File: src/rtl/vernier_tdc_pkg.sv
// Shared types and constants for the vernier TDC readout sequencer.
package vernier_tdc_pkg;

    typedef enum logic [2:0] {
        IDLE,
        CLEAR,
        MEASURE,
        SETTLE,
        CAPTURE,
        CONVERT,
        HOLD
    } state_t;

    localparam int CLEAR_CYC   = 2;
    localparam int SYNC_STAGES = 2;

    function automatic logic maj3(input logic a, input logic b, input logic c);
        return (a & b) | (a & c) | (b & c);
    endfunction

endpackage

File: src/rtl/vernier_therm2bin.sv
// Fine thermometer to binary: index of the lowest zero bit, N_FINE if all ones.
// Optional majority bubble filter enabled by `BUBBLE_FIX_EN.
module vernier_therm2bin
    import vernier_tdc_pkg::*;
#(
    parameter int N_FINE = 8,
    parameter int FW     = $clog2(N_FINE) + 1
) (
    input  logic [N_FINE-1:0] therm,
    output logic [FW-1:0]     fine
);

    logic [N_FINE-1:0] fixed;

`ifdef BUBBLE_FIX_EN
    // Edge bits are replicated so each end sees itself as its missing neighbour.
    logic [N_FINE+1:0] pad;
    assign pad = {therm[N_FINE-1], therm, therm[0]};

    for (genvar i = 0; i < N_FINE; i++) begin : g_maj
        assign fixed[i] = maj3(pad[i], pad[i+1], pad[i+2]);
    end
`else
    assign fixed = therm;
`endif

    always_comb begin
        fine = FW'(N_FINE);
        for (int i = N_FINE - 1; i >= 0; i--) begin
            if (!fixed[i]) fine = FW'(i);
        end
    end

endmodule

File: src/rtl/vernier_tdc_readout.sv
// Sequencer/decoder for the vernier loop: clear, arm, wait for stop, capture, convert,
// and hand one TDC word to the back-end. Build option: `BUBBLE_FIX_EN (in vernier_therm2bin).
module vernier_tdc_readout
    import vernier_tdc_pkg::*;
#(
    parameter  int B_COUNT     = 1,
    parameter  int N_FINE      = 8,
    parameter  int SETTLE_CYC  = 2,
    parameter  int TIMEOUT_CYC = 255,
    localparam int RES_W       = B_COUNT + $clog2(N_FINE) + 1
) (
    input  logic               clk,
    input  logic               rst,
    input  logic               start_i,
    input  logic               mux_loop_i,
    input  logic [B_COUNT-1:0] loop_count_i,
    input  logic               stop_i,
    input  logic [N_FINE-1:0]  fine_therm_i,
    output logic               loop_rst_o,
    output logic               busy_o,
    output logic [RES_W-1:0]   result_o,
    output logic               timeout_o,
    output logic               valid_o,
    input  logic               ready_i
);

    localparam int FW   = $clog2(N_FINE) + 1;
    localparam int TW   = $clog2(TIMEOUT_CYC + 1);
    localparam int PMAX = (CLEAR_CYC > SETTLE_CYC) ? CLEAR_CYC : SETTLE_CYC;
    localparam int PW   = $clog2(PMAX + 1);

    typedef struct packed {
        logic               mux;
        logic [B_COUNT-1:0] count;
        logic [N_FINE-1:0]  therm;
    } cap_t;

    state_t                 state;
    logic [SYNC_STAGES-1:0] stop_sync;
    logic [SYNC_STAGES-1:0] mux_sync;
    logic [TW-1:0]          tmo_cnt;
    logic [PW-1:0]          ph_cnt;
    cap_t                   cap;
    logic [FW-1:0]          fine;
    logic [RES_W-1:0]       coarse;
    logic [RES_W-1:0]       conv;

    vernier_therm2bin #(
        .N_FINE (N_FINE),
        .FW     (FW)
    ) u_therm2bin (
        .therm (cap.therm),
        .fine  (fine)
    );

    // Coarse count only counts when the loop actually wrapped through the mux.
    always_comb begin
        coarse = cap.mux ? RES_W'(cap.count) : '0;
        conv   = coarse * RES_W'(N_FINE) + RES_W'(fine);
    end

    always_ff @(posedge clk) begin
        if (rst) begin
            state      <= IDLE;
            loop_rst_o <= 1'b1;
            busy_o     <= 1'b0;
            valid_o    <= 1'b0;
            timeout_o  <= 1'b0;
            result_o   <= '0;
            stop_sync  <= '0;
            mux_sync   <= '0;
            tmo_cnt    <= '0;
            ph_cnt     <= '0;
            cap        <= '0;
        end else begin
            stop_sync <= {stop_sync[SYNC_STAGES-2:0], stop_i};
            mux_sync  <= {mux_sync[SYNC_STAGES-2:0], mux_loop_i};
            case (state)
                IDLE: begin
                    if (start_i) begin
                        state  <= CLEAR;
                        busy_o <= 1'b1;
                        ph_cnt <= '0;
                    end
                end
                CLEAR: begin
                    // Flush stale stop/mux levels from a previous run.
                    stop_sync <= '0;
                    mux_sync  <= '0;
                    tmo_cnt   <= '0;
                    ph_cnt    <= ph_cnt + 1'b1;
                    if (ph_cnt == PW'(CLEAR_CYC - 1)) begin
                        state      <= MEASURE;
                        loop_rst_o <= 1'b0;
                    end
                end
                MEASURE: begin
                    tmo_cnt <= tmo_cnt + 1'b1;
                    if (stop_sync[SYNC_STAGES-1]) begin
                        state  <= SETTLE;
                        ph_cnt <= '0;
                    end else if (tmo_cnt == TW'(TIMEOUT_CYC - 1)) begin
                        state      <= HOLD;
                        loop_rst_o <= 1'b1;
                        valid_o    <= 1'b1;
                        timeout_o  <= 1'b1;
                        result_o   <= '1;
                    end
                end
                SETTLE: begin
                    ph_cnt <= ph_cnt + 1'b1;
                    if (ph_cnt == PW'(SETTLE_CYC - 1)) state <= CAPTURE;
                end
                CAPTURE: begin
                    cap   <= '{mux: mux_sync[SYNC_STAGES-1], count: loop_count_i, therm: fine_therm_i};
                    state <= CONVERT;
                end
                CONVERT: begin
                    result_o   <= conv;
                    timeout_o  <= 1'b0;
                    valid_o    <= 1'b1;
                    loop_rst_o <= 1'b1;
                    state      <= HOLD;
                end
                HOLD: begin
                    if (ready_i) begin
                        valid_o <= 1'b0;
                        busy_o  <= 1'b0;
                        state   <= IDLE;
                    end
                end
                default: state <= IDLE;
            endcase
        end
    end

endmodule

File: config.mk
export PLATFORM = sky130hd
export DESIGN_NAME = vernier_tdc_readout
export DESIGN_NICKNAME = d
export VERILOG_FILES = /design/src/rtl/vernier_tdc_pkg.sv /design/src/rtl/vernier_therm2bin.sv /design/src/rtl/vernier_tdc_readout.sv
export SDC_FILE = /design/constraint.sdc
export NUM_CORES = 1
export LEC_CHECK = 0
export CAP_MARGIN = 15
export CORE_AREA = 10 10 57 77
export CTS_CLUSTER_SIZE = 12
export DETAILED_ROUTE_END_ITERATION = 16
export DIE_AREA = 0 0 67 87
export DONT_BUFFER_PORTS = 1
export PLACE_DENSITY = 0.71
export SYNTH_ARGS = -nofsm -noshare
export SYNTH_HDL_FRONTEND = slang
export SYNTH_SLANG_ARGS = --single-unit
File: constraint.sdc
create_clock -name clk -period 1.5 [get_ports clk]
set_input_delay 0.3 -clock clk [delete_from_list [all_inputs] [get_ports clk]]
set_output_delay 0.3 -clock clk [all_outputs]
set_load 0.1 [all_outputs]
==> results.md <==
* Post-synthesis register bit count at 36
* Seq pwr share at 0.486
* Pwr dens at 1035 nW/µm²
* Area grow syn2layout at 24.78%
* Unrepaired setup endpoints after global routing: yes
* M3 GR Usage at 0.04768
* Syn Area/Cell at 9.013 µm²
* Iteration-0 DRC Markers at 29
* Hold Fails Final Rpt at 0
* Met2 Use GR at 0.2327
* Antenna Cells at 0
* First-pass GRT wire length at 6.223 mm
* Maximum clock rate at 658.0 MHz
* Clk sinks at 36
* DR vias/cell at around 5.7
* TritonCTS clock tree: yes
* Starting Density at 0.5260
* Syn nets at approximately 200
* Yosys cell types at 42
* CORE AREA at 3033 µm²
* Top-area cell type share of the netlist area at 0.4518
* Finish-stage setup viols at 1
* Detail Placement HPWL at 2.790 mm
* Num rows at 24
* Cells after Synth at 177
* Commonest non-fill, non-tap cells in the layout: 32 x dfxtp_1, 31 x buf_4, 22 x nor2_1
* Share of cells above drive strength 1 at 0.2679
* Vias at between 1000 and 1500
* Startpoint types: flip-flop
* Chip height at 87 µm
* CTS Buf Count at 5
* Int Power at 0.001555 W
* Max-slew violations at 0
* Max_slew headroom at 0.7957
* Clk pwr share at 0.412
* Sw Pwr at 0.0005047 W
* Hold Path Class: in2reg
* Final ANT Viol Nets at 0
* GR Util All Layers at 0.1371
* Pwr Total at 0.002060 W
* Crit path kind: reg2reg
* GRT busiest layer: met2
* Remaining global-route overflow at 0
* Postcts setup bufs at 0
* WL per Instance at 14.88 µm
* Pre-CTS WS at -0.06447 ns
* CTS root buf: clkbuf_8
* Post-synth top area cell: dfxtp_1
* I/O pins at 24
* Synth Warn # at 0
* Max H-tree Level at 2
* Worst reg2reg path depth at 6
* Worst-Margin Slew at 0.3046 ns
* CP endpoint kind: flip-flop
* Async SR Flop Fraction at 0
* CP cell instances: inv_2 -> ha_4 -> nand3_2 -> and4bb_4 -> nand2b_4 -> or4_4
* Worst hold stages at 1
* Area contributors post-synth: dfxtp_1 45%, mux2i_1 6.9%, nor2_1 5.4%
* Layout net count at 227
* Fillers at ~260
* Buffers on Ports at 0
* Power share of the combinational group at 0.102
* Worst setup margin at -0.01974 ns
* Die ar. at 5829 µm²
* Worst-case clock buffer depth at 2
* DIE WIDTH at 67 µm
* Largest net degree at the start of global routing at 32
* DR pass1 iterations at 4
* Sequential area share after synthesis at 0.4518
* Max Clock Skew at around 0.0059 ns
* Violated checks: negative setup slack
* LEAKAGE at between 0.7 and 0.8 nW
* Initial antenna violation count at 0
* Most common cell after layout, fill and taps aside: dfxtp_1
* Netlist Area Pre-Place at between 1500 and 2000 µm²
* Met1 GRT Util at 0.1418
* Max FO, Critical Path at 2
* Post-synth EDFFs at 0
* Routed WL at about 3.7 mm
* WP data arrival at 1.69 ns
* Primary FF master, synth: dfxtp_1
* Max VDD drop at 0.0008638 V
* Switch share at 0.2450
* DRC at 0
* CTS clock-pin slew for the worst setup and hold paths at 0.07 ns
* Worst skew pair latency at 0.29 ns
* Min cycle time layout at about 1.5 ns
* Worst path max stage delay at just under 0.5 ns
* Final GP Congestion at roughly 0.85
* Vias in the first global route at 1358
* Max-cap violations at 0
* Status: finished, violations left
* Slowest CP cell: or4_4
* Fin crit share at 1.013
* WP data required at 1.67 ns
worst max-delay path: cells and delay by family (launching register included):
kind	cells	cell delay, ns
adder cells (fa/ha/maj)	1	0.15
buffers and inverters	1	0.04
AND/OR/NAND/NOR	4	0.87
flip-flops	1	0.34
final cells by class:
| cell class | count | area (µm²) | share of cell area |
|---|---|---|---|
| multi-input combinational | 127 | 845.8 | 0.4249 |
| sequential | 36 | 725.7 | 0.3646 |
| timing repair buffer | 31 | 232.7 | 0.1169 |
| clock buffer | 5 | 68.82 | 0.03457 |
| tap | 39 | 48.80 | 0.02451 |
| clock inverter | 3 | 42.54 | 0.02137 |
| inverter | 7 | 26.28 | 0.01320 |
power by group through the flow:
stage	logic [W]	registers, W	clock network (W)
3_5_place_dp	0.000208	0.00102	0
4_1_cts	0.000209	0.00100	0.000871
5_1_grt	0.000228	0.00100	0.000904
3_3_place_gp	0.000205	0.00102	0
2_1_floorplan	0.000110	0.00107	0
6_report	0.000211	0.00100	0.000848
metal layers:
metal | wire (µm) | share of wire | up-vias
met5 | 0 | 0 | -
met4 | 88 | 0.024 | 0
met3 | 256 | 0.069 | 7
met2 | 1961 | 0.53 | 38
met1 | 1385 | 0.38 | 663
li1 | - | - | 704
path summary, 6_finish.rpt:
check                            endpoint  slack [ns]                     from
setup / recovery  loop_rst_o$_SDFFE_PP1P_       -0.02  tmo_cnt[0]$_SDFFE_PP0P_
setup reg to reg  loop_rst_o$_SDFFE_PP1P_       -0.02  tmo_cnt[0]$_SDFFE_PP0P_
hold / removal    tmo_cnt[0]$_SDFFE_PP0P_        0.07                      rst
hold reg to reg   stop_sync[1]$_SDFF_PP0_        0.43  stop_sync[0]$_SDFF_PP0_
synth_stat cells (3+ instances only):
library cell / n
dfxtp_1: 36
nor2_1: 23
nor3_1: 14
nand2_1: 12
mux2i_1: 11
a21oi_1: 9
inv_1: 7
nand3_1: 6
and2_1: 5
clkbuf_1: 4
ha_1: 4
a211oi_1: 3
nand4_1: 3
o21a_1: 3
per-stage QoR:
| step | instance area (µm²) | cells | hold WS, ns | utilization | setup TNS (ns) |
|---|---|---|---|---|---|
| after floorplan | 1609 | 177 | 0.4052 | - | -0.09089 |
| after global placement | 1864 | 240 | 0.3735 | 0.6147 | -0.02606 |
| after detailed placement | 1864 | 240 | 0.3780 | 0.6147 | -0.06447 |
| after CTS | 1982 | 248 | 0.06267 | 0.6535 | -0.04602 |
| after global routing | 1991 | 248 | 0.05872 | 0.6564 | -0.06568 |
| final | 1991 | 248 | 0.06677 | 0.6564 | -0.01974 |
logic make-up (layout without fill, tap and decap cells):
family / after synthesis / after routing / synth area share
buf+inv: 14 / 46 / 0.03608
compound gates: 36 / 36 / 0.1608
mux: 11 / 11 / 0.06902
fa+ha+maj: 4 / 4 / 0.03137
flops: 36 / 36 / 0.4518
simple gates: 76 / 76 / 0.2510
what timing repair did:
action | CTS | global route
hold buffers | 0 | 0
gates resized for setup | 2 | 4
endpoints found under the setup margin | 1 | 3
pin swaps | 3 | 1
sequential cells by signal (all words and copies together), names as in the netlist:
register	flops
busy_o	1
cap	10
loop_rst_o	1
mux_sync	2
ph_cnt	2
result_o	5
state	3
stop_sync	2
timeout_o	1
tmo_cnt	8
valid_o	1
No activity file was read; power rests on OpenSTA's default activity.
